===== src/rtl/tone_led_player.sv =====
// Plays one colour per handshake: lights the pad LED and drives its square-wave tone
// for a tick-aligned ON window, then stays silent for a GAP before taking the next colour.
module tone_led_player #(
    parameter int unsigned TICK_BITS  = 19,
    parameter int unsigned ON_TICKS   = 60,
    parameter int unsigned GAP_TICKS  = 20,
    parameter int unsigned TONE_HALF0 = 190840,
    parameter int unsigned TONE_HALF1 = 151686,
    parameter int unsigned TONE_HALF2 = 127551,
    parameter int unsigned TONE_HALF3 = 95556
) (
    input  logic       clock,
    input  logic       reset,
    input  logic [1:0] colour_in,
    input  logic       valid_in,
    output logic       ready_out,
    output logic [3:0] led,
    output logic       tone,
    output logic       busy,
    output logic       done
);
    localparam int unsigned MAX_TICKS = (ON_TICKS > GAP_TICKS) ? ON_TICKS : GAP_TICKS;
    localparam int unsigned CNT_W     = (MAX_TICKS > 1) ? $clog2(MAX_TICKS) : 1;
    localparam int unsigned HALF_A    = (TONE_HALF0 > TONE_HALF1) ? TONE_HALF0 : TONE_HALF1;
    localparam int unsigned HALF_B    = (TONE_HALF2 > TONE_HALF3) ? TONE_HALF2 : TONE_HALF3;
    localparam int unsigned HALF_MAX  = (HALF_A > HALF_B) ? HALF_A : HALF_B;
    localparam int unsigned HALF_W    = (HALF_MAX > 1) ? $clog2(HALF_MAX) : 1;

    localparam logic [CNT_W-1:0]  ON_LAST    = CNT_W'(ON_TICKS - 1);
    localparam logic [CNT_W-1:0]  GAP_LAST   = CNT_W'(GAP_TICKS - 1);
    localparam logic [HALF_W-1:0] HALF0_LAST = HALF_W'(TONE_HALF0 - 1);
    localparam logic [HALF_W-1:0] HALF1_LAST = HALF_W'(TONE_HALF1 - 1);
    localparam logic [HALF_W-1:0] HALF2_LAST = HALF_W'(TONE_HALF2 - 1);
    localparam logic [HALF_W-1:0] HALF3_LAST = HALF_W'(TONE_HALF3 - 1);

    typedef enum logic [1:0] {S_IDLE, S_ALIGN, S_ON, S_GAP} state_t;

    state_t              state;
    logic [TICK_BITS-1:0] prescaler;
    logic                 tick;
    logic [1:0]           colour;
    logic [CNT_W-1:0]     tick_cnt;
    logic [HALF_W-1:0]    half_cnt;
    logic [HALF_W-1:0]    half_last;

    // Free-running; the FSM aligns to it instead of clearing it.
    always_ff @(posedge clock or posedge reset) begin
        if (reset) prescaler <= '0;
        else       prescaler <= prescaler + 1'b1;
    end

    assign tick = &prescaler;

    always_comb begin
        half_last = HALF0_LAST;
        case (colour)
            2'd1:    half_last = HALF1_LAST;
            2'd2:    half_last = HALF2_LAST;
            2'd3:    half_last = HALF3_LAST;
            default: half_last = HALF0_LAST;
        endcase
    end

    always_ff @(posedge clock or posedge reset) begin
        if (reset) begin
            state     <= S_IDLE;
            colour    <= 2'd0;
            tick_cnt  <= '0;
            half_cnt  <= '0;
            led       <= 4'b0000;
            tone      <= 1'b0;
            done      <= 1'b0;
            busy      <= 1'b0;
            ready_out <= 1'b1;
        end else begin
            done <= 1'b0;
            unique case (state)
                S_IDLE: begin
                    if (valid_in && ready_out) begin
                        colour    <= colour_in;
                        state     <= S_ALIGN;
                        ready_out <= 1'b0;
                        busy      <= 1'b1;
                    end
                end
                S_ALIGN: begin
                    if (tick) begin
                        state    <= S_ON;
                        tick_cnt <= '0;
                        half_cnt <= '0;
                        tone     <= 1'b0;
                        led      <= 4'b0001 << colour;
                    end
                end
                S_ON: begin
                    if (tick && tick_cnt == ON_LAST) begin
                        state    <= S_GAP;
                        tick_cnt <= '0;
                        led      <= 4'b0000;
                        tone     <= 1'b0;
                    end else begin
                        if (tick) tick_cnt <= tick_cnt + 1'b1;
                        if (half_cnt == half_last) begin
                            half_cnt <= '0;
                            tone     <= ~tone;
                        end else begin
                            half_cnt <= half_cnt + 1'b1;
                        end
                    end
                end
                S_GAP: begin
                    if (tick) begin
                        if (tick_cnt == GAP_LAST) begin
                            state     <= S_IDLE;
                            done      <= 1'b1;
                            busy      <= 1'b0;
                            ready_out <= 1'b1;
                        end else begin
                            tick_cnt <= tick_cnt + 1'b1;
                        end
                    end
                end
                default: state <= S_IDLE;
            endcase
        end
    end
endmodule


===== config.mk =====
export PLATFORM = sky130hd
export DESIGN_NAME = tone_led_player
export DESIGN_NICKNAME = d
export VERILOG_FILES = /design/src/rtl/tone_led_player.sv
export SDC_FILE = /design/constraint.sdc
export NUM_CORES = 1
export LEC_CHECK = 0
export CORE_MARGIN = 5
export CORE_UTILIZATION = 60
export DETAILED_ROUTE_END_ITERATION = 12
export GPL_TIMING_DRIVEN = 0
export HOLD_SLACK_MARGIN = 0.06
export PLACE_DENSITY = 0.79
export RECOVER_POWER = 50
export SLEW_MARGIN = 20
export SYNTH_ARGS = -nofsm -noshare
export SYNTH_HDL_FRONTEND = slang
export SYNTH_SLANG_ARGS = --single-unit

===== constraint.sdc =====
create_clock -name clock -period 6.4 [get_ports clock]
set_input_delay 1.28 -clock clock [delete_from_list [all_inputs] [get_ports clock]]
set_output_delay 1.28 -clock clock [all_outputs]
set_load 0.03 [all_outputs]

==> results.sh, run 1 <==
export IMPL_status="finished with violations"
export IMPL_violations="capacitance limit, slew limit"
export IMPL_post_cts_setup_buffers=0
export IMPL_layout_area_growth_over_synthesis_pct=9.27
export IMPL_synth_area_leader_cell="dfrtp_1"
export IMPL_initial_utilization_pct=60.7
export IMPL_chip_width_um=83.9
export IMPL_chipHeight_um=83.9
export IMPL_numCtsBuffers=5
export IMPL_worstSetupStartpoint="reset"
export IMPL_die_area_mm2=0.00705
export IMPL_finalCriticalPeriod_ps=3160
export IMPL_post_cts_resized_instances=0
export IMPL_ctsLongestPathBuffers=2
export IMPL_synth_avg_cell_area_um2=10.0
export IMPL_ant_nets=0
export IMPL_cts_tree="built"
export IMPL_hold_path_class="reg -> reg"
export IMPL_yosys_cell_types_count=62
export IMPL_synth_top_area_share_pct=41.2
export IMPL_grt_first_pass_wirelength_um=12200
export IMPL_post_synth_inst_count=328
export IMPL_avgViaCountPerCell=6.41
export IMPL_critical_path_max_stage_delay_ps=1380
export IMPL_timing_hold_violations_final=0
export IMPL_start_kind="input pin"
export IMPL_leftover_overflow_at_the_end_of_global_routing=0
export IMPL_syn_cell_area_mm2=0.00328
export IMPL_synth_edff_count=0
export IMPL_post_synth_main_area_contributors="dfrtp_1, ha_1, o31ai_1"
export IMPL_maxCapViolCount=1
export IMPL_unrepaired_setup_endpoints_after_global_routing="no"
export IMPL_drt_pass1_iter_count=4
export IMPL_final_common_cell="dfrtp_1"
export IMPL_slew_viol_final=56
export IMPL_cts_htree_levels=2
export IMPL_detail_route_iter0_violations=144
export IMPL_reg2regPathDepth=9
export IMPL_yosys_register_bits=55
export IMPL_crit_path_cell_trace="dlygate4sd3_1 > clkinvlp_2"
export IMPL_drc_errors=0
export IMPL_cts_root_buf="clkbuf_8"
export IMPL_layout_drive_gt1_share_pct=9.77
export IMPL_detailed_place_hpwl_um=4920
export IMPL_critPathKind="in -> async"
export IMPL_synth_seq_area_share_pct=42.0
export IMPL_max_vdd_ir_drop_mv=0.101
export IMPL_clock_fmax_mhz=316
export IMPL_routabilityCongestion=0.907
export IMPL_total_power_w=0.000569
export IMPL_rr_startpoint="prescaler[0]"
export IMPL_postSynth_topFlopCell="dfrtp_1"
export IMPL_tns_ps=0
export IMPL_final_period_utilization_pct=49.4
export IMPL_grt_util_all_layers_pct=20.9
export IMPL_wl_per_cell_um=16.5
export IMPL_worst_slew_pin_slew_ps=2420
export IMPL_worstPathArrival_ps=3230
export IMPL_synth_async_sr_flop_share_pct=100
export IMPL_wl_um=6950
export IMPL_grt_pass1_vias=2503
export IMPL_clk_insertion_delay_late_ps=320
export IMPL_hold_path_cell_count=1
export IMPL_port_buffers=12
export IMPL_leakagePower_nw=1.45
export IMPL_row_count=27
export IMPL_cts_num_sinks=55
export IMPL_cp_required_ps=6470
export IMPL_clkTransAtPathRegs_ps=90
export IMPL_cp_max_fo=55
export IMPL_layout_cells_most_common_list="dfrtp_1, nand3_1, a21oi_1"
export IMPL_finalNetCount=364
export IMPL_cts_hold_buffers=0
export IMPL_finalSetupViolCount=0
export IMPL_design_core_area_mm2=0.00541
export IMPL_cp_end_kind="asynchronous set/reset pin"
export IMPL_power_per_cell_area_mw_per_mm2=159
export IMPL_antenna_diode_count=0
export IMPL_finClkSkew_ps=12.9
export IMPL_slowest_stage_cell_on_the_critical_path="clkinvlp_2"
export IMPL_grt_max_degree=56
export IMPL_synth_nets=345
export IMPL_max_slew_margin_pct=-62.0
export IMPL_hold_path_startpoint="prescaler[0]"
export IMPL_combined_buffer_and_inverter_count_along_the_critical_path=2
export IMPL_crit_cells=2
export IMPL_yosysWarnings=0
export IMPL_antenna_found_initial=0
export IMPL_timing_critical_path_max_delay_family="buffers and inverters"
export IMPL_ios=13
export IMPL_routed_via_count=2692
==> through the flow <==
step / worst slack [ps] / hold WS, ps / util (%) / instances / cell area [µm²]
6_report: 3240 / 474 / 66.3 / 420 / 3580
5_1_grt: 2770 / 493 / 66.3 / 420 / 3580
4_1_cts: 3550 / 476 / 66.5 / 420 / 3590
3_5_place_dp: 3580 / 461 / 64.6 / 412 / 3490
3_3_place_gp: 2760 / 458 / 64.6 / 412 / 3490
2_1_floorplan: 3780 / 441 / - / 328 / 3280
==> path summary, 6_finish.rpt <==
check | to | slack, ps
worst min-delay path | prescaler[0] | 470
max in group clock | half_cnt[0] | 3500
worst max register to register | half_cnt[0] | 3500
worst min register to register | prescaler[0] | 470
worst max-delay path | tick_cnt[4] | 3240
min in group asynchronous | half_cnt[1] | 2070
==> synth_stat cells, types with 10 or more instances <==
cell type  number
a21oi_1        20
dfrtp_1        54
ha_1           12
inv_1          15
nand2_1        17
nand3_1        21
nand4_1        10
nor2_1         14
o31ai_1        17
or4_1          15
xnor2_1        11
==> area by class of cell <==
cell class                 count  area (µm²)
buffer                        12        57.6
clock buffer                   8         100
fill                         447        1820
inverter                      16        61.3
multi-input combinational    245        1780
sequential                    55        1380
tap                           72        90.1
timing repair buffer          12         120
==> report_power, final <==
| group | internal (W) | total (W) | leakage, nW | switching, W |
|---|---|---|---|---|
| Combinational | 0.00000206 | 0.00000913 | 0.656 | 0.00000706 |
| Sequential | 0.000347 | 0.000347 | 0.745 | 0 |
| Clock | 0.0000991 | 0.000212 | 0.0515 | 0.000113 |
==> cells by family after synthesis <==
| logic type | synth area share [%] |
|---|---|
| AO/OA/AOI/OAI | 18.5 |
| XOR/XNOR | 5.07 |
| adder cells (fa/ha/maj) | 4.58 |
| buffers and inverters | 3.81 |
| flip-flops | 42.0 |
| multiplexers | 1.98 |
| AND/OR/NAND/NOR | 24.1 |
==> metal layers <==
layer	vias to the layer above	global-route usage [%]	part of all wire [%]
met3	13	3.46	3.5
met5	-	0	0
met1	1329	29.2	46
met2	55	32.7	48
li1	1295	-	-
met4	0	7.60	2.0
==> state kept, by name, summed over array words and instances (netlist names) <==
signal     cells
busy           1
state          2
led            4
colour         2
done           1
tick_cnt       6
tone           1
ready_out      1
prescaler     19
half_cnt      18
Note: power is estimated with default switching activity, not from simulation.
==> run 2: changes to the inputs <==
--- a/config.mk
+++ b/config.mk
@@ -6,11 +6,11 @@
 export NUM_CORES = 1
 export LEC_CHECK = 0
 export CORE_MARGIN = 5
-export CORE_UTILIZATION = 60
+export CORE_UTILIZATION = 55
 export DETAILED_ROUTE_END_ITERATION = 12
 export GPL_TIMING_DRIVEN = 0
 export HOLD_SLACK_MARGIN = 0.06
-export PLACE_DENSITY = 0.79
+export PLACE_DENSITY = 0.76
 export RECOVER_POWER = 50
 export SLEW_MARGIN = 20
 export SYNTH_ARGS = -nofsm -noshare
==> constraint.sdc (replaced) <==
create_clock -name clock -period 2.87 [get_ports clock]
set_input_delay 0.574 -clock clock [delete_from_list [all_inputs] [get_ports clock]]
set_output_delay 0.574 -clock clock [all_outputs]
set_load 0.03 [all_outputs]
==> run 2 against run 1 <==
Effect of this change: the flow now finishes without violations; die area grew 8.0%; clock skew grew 2.0 ps; global-route usage shrank 0.60 points; worst setup slack lost 3100 ps; sequential power grew 120%; clock power up 110%; largest cell class unchanged.
==> results.sh, run 2 (same netlist as run 1, synthesis figures left out) <==
export IMPL_status="completed"
export IMPL_maxCapViolCount=0
export IMPL_seq_power_share_pct=62.5
export IMPL_finalNetCount=369
export IMPL_largest_register="prescaler"
export IMPL_cp_end_kind="register"
export IMPL_stdcell_area_mm2=0.00362
export IMPL_drc_errors=0
export IMPL_r2r_end="half_cnt[11]"
export IMPL_row_count=28
export IMPL_finClkSkew_ps=14.9
export IMPL_cts_root_buf="clkbuf_8"
export IMPL_cts_num_sinks=55
export IMPL_detailed_place_hpwl_um=5190
export IMPL_ctsLongestPathBuffers=2
export IMPL_final_common_cell="dfrtp_1"
export IMPL_numCtsBuffers=5
export IMPL_power_combinational_fraction_pct=1.6
export IMPL_hold_path_class="reg -> reg"
export IMPL_grt_max_degree=56
export IMPL_reg2regPathDepth=9
export IMPL_leftover_overflow_at_the_end_of_global_routing=0
export IMPL_power_frac_clock_pct=35.9
export IMPL_layout_cells_most_common_list="dfrtp_1, nand3_1, a21oi_1"
export IMPL_initial_utilization_pct=56.1
export IMPL_fin_worst_hold_slack_ps=477
export IMPL_leakagePower_nw=1.48
export IMPL_grt_first_pass_wirelength_um=12400
export IMPL_max_vdd_ir_drop_mv=0.251
export IMPL_wl_per_cell_um=16.9
export IMPL_ant_nets=0
export IMPL_hold_path_startpoint="prescaler[0]"
export IMPL_detail_route_iter0_violations=224
export IMPL_net_switching_power_w=0.000265
export IMPL_chipHeight_um=87.2
export IMPL_ios=13
export IMPL_start_kind="register"
export IMPL_routed_via_count=2679
export IMPL_cts_tree="built"
export IMPL_clkTransAtPathRegs_ps=90
export IMPL_max_slew_margin_pct=24.7
export IMPL_internal_power_w=0.000974
export IMPL_hold_path_endpoint="prescaler[0]"
export IMPL_crit_path_cell_trace="inv_1 > ha_1 > or4bb_1 > a222oi_1 > nand4_2 > o41ai_4 > buf_4 > buf_2 > a21oi_1"
export IMPL_cp_max_fo=7
export IMPL_slew_viol_final=0
export IMPL_reg_largest_list="prescaler: 19 flops, half_cnt: 18 flops, tick_cnt: 6 flops"
export IMPL_clk_insertion_delay_late_ps=310
export IMPL_fill_cell_count=469
export IMPL_placement_cell_area_mm2=0.00350
export IMPL_antenna_found_initial=0
export IMPL_grt_util_all_layers_pct=20.3
export IMPL_p_sw_share_pct=21.4
export IMPL_design_core_area_mm2=0.00585
export IMPL_worst_slew_pin_slew_ps=1130
export IMPL_post_route_util_pct=62.0
export IMPL_chip_width_um=87.2
export IMPL_critPathKind="reg -> reg"
export IMPL_hold_path_cell_count=1
export IMPL_drt_pass1_iter_count=5
export IMPL_slowest_stage_cell_on_the_critical_path="or4bb_1"
export IMPL_avgViaCountPerCell=6.26
export IMPL_total_power_w=0.00124
export IMPL_ff_latch_area_mm2=0.00138
export IMPL_timing_hold_violations_final=0
export IMPL_layout_drive_gt1_share_pct=12.2
export IMPL_finalSetupViolCount=0
export IMPL_routabilityCongestion=0.896
export IMPL_cts_htree_levels=2
export IMPL_die_area_mm2=0.00761
export IMPL_antenna_diode_count=0
export IMPL_multiInputGateArea_mm2=0.00178
export IMPL_finalCriticalPeriod_ps=2750
export IMPL_clock_fmax_mhz=364
export IMPL_rr_startpoint="colour[1]"
export IMPL_layout_area_growth_over_synthesis_pct=10.5
export IMPL_worstPathArrival_ps=2940
export IMPL_wl_um=7220
export IMPL_grt_pass1_vias=2621
export IMPL_tns_ps=0
export IMPL_rrSetupSlack_ps=120
export IMPL_number_of_flip_flops_in_the_largest_register=19
export IMPL_cp_required_ps=3060
export IMPL_power_per_cell_area_mw_per_mm2=342
export IMPL_final_period_utilization_pct=95.7
export IMPL_critical_path_max_stage_delay_ps=540
export IMPL_port_buffers=12
export IMPL_unrepaired_setup_endpoints_after_global_routing="no"
-- run 2: power groups by stage --
stage / sequential [W] / clock [W] / combinational, W
after floorplan: 0.000790 / 0 / 0.0000113
after global placement: 0.000790 / 0 / 0.0000215
after detailed placement: 0.000790 / 0 / 0.0000226
after CTS: 0.000774 / 0.000459 / 0.0000226
after global routing: 0.000775 / 0.000485 / 0.0000245
final: 0.000774 / 0.000444 / 0.0000202
-- run 2: stage by stage --
stage / std cells / setup slack [ps]
after detailed placement: 415 / 98.5
after floorplan: 328 / 477
final: 428 / 122
after global placement: 415 / -74.5
after global routing: 428 / 6.68
after CTS: 423 / 71.5
-- run 2: worst max path at each step --
stage / start / end
detailed placement: colour[0] / half_cnt[2]
global route: state[1] / half_cnt[0]
CTS: colour[0] / half_cnt[2]
finish: colour[1] / half_cnt[11]
floorplan: colour[0] / half_cnt[14]
global placement: reset / state[0]
-- run 2: cell type report --
type | instances | share of cell area, %
repair buffers | 17 | 4.28
clock buffers | 7 | 2.38
inverters | 16 | 1.66
well taps | 75 | 2.59
flip-flops and latches | 55 | 38.0
plain buffers | 12 | 1.79
multi-input cells | 245 | 49.1
clock inverters | 1 | 0.138
-- run 2: critical path: cells and delay by family (launching register included) --
| family | cells | cell delay (ps) |
|---|---|---|
| buffers and inverters | 3 | 460 |
| AND/OR/NAND/NOR | 2 | 760 |
| adder cells (fa/ha/maj) | 1 | 240 |
| AO/OA/AOI/OAI | 3 | 710 |
| flip-flops | 1 | 470 |
-- run 2: repair_timing --
item	in CTS	in global routing
hold buffers	0	0
endpoints found under the setup margin	0	10
buffers inserted	0	4
resized for setup	0	2
-- run 2: per-layer routing --
metal / track usage [%] / vias to the layer above / share of wire (%)
met3: 2.74 / 15 / 3.8
li1: - / 1306 / -
met1: 28.0 / 1298 / 47
met4: 6.97 / 0 / 1.5
met5: 0 / - / 0
met2: 32.9 / 60 / 48
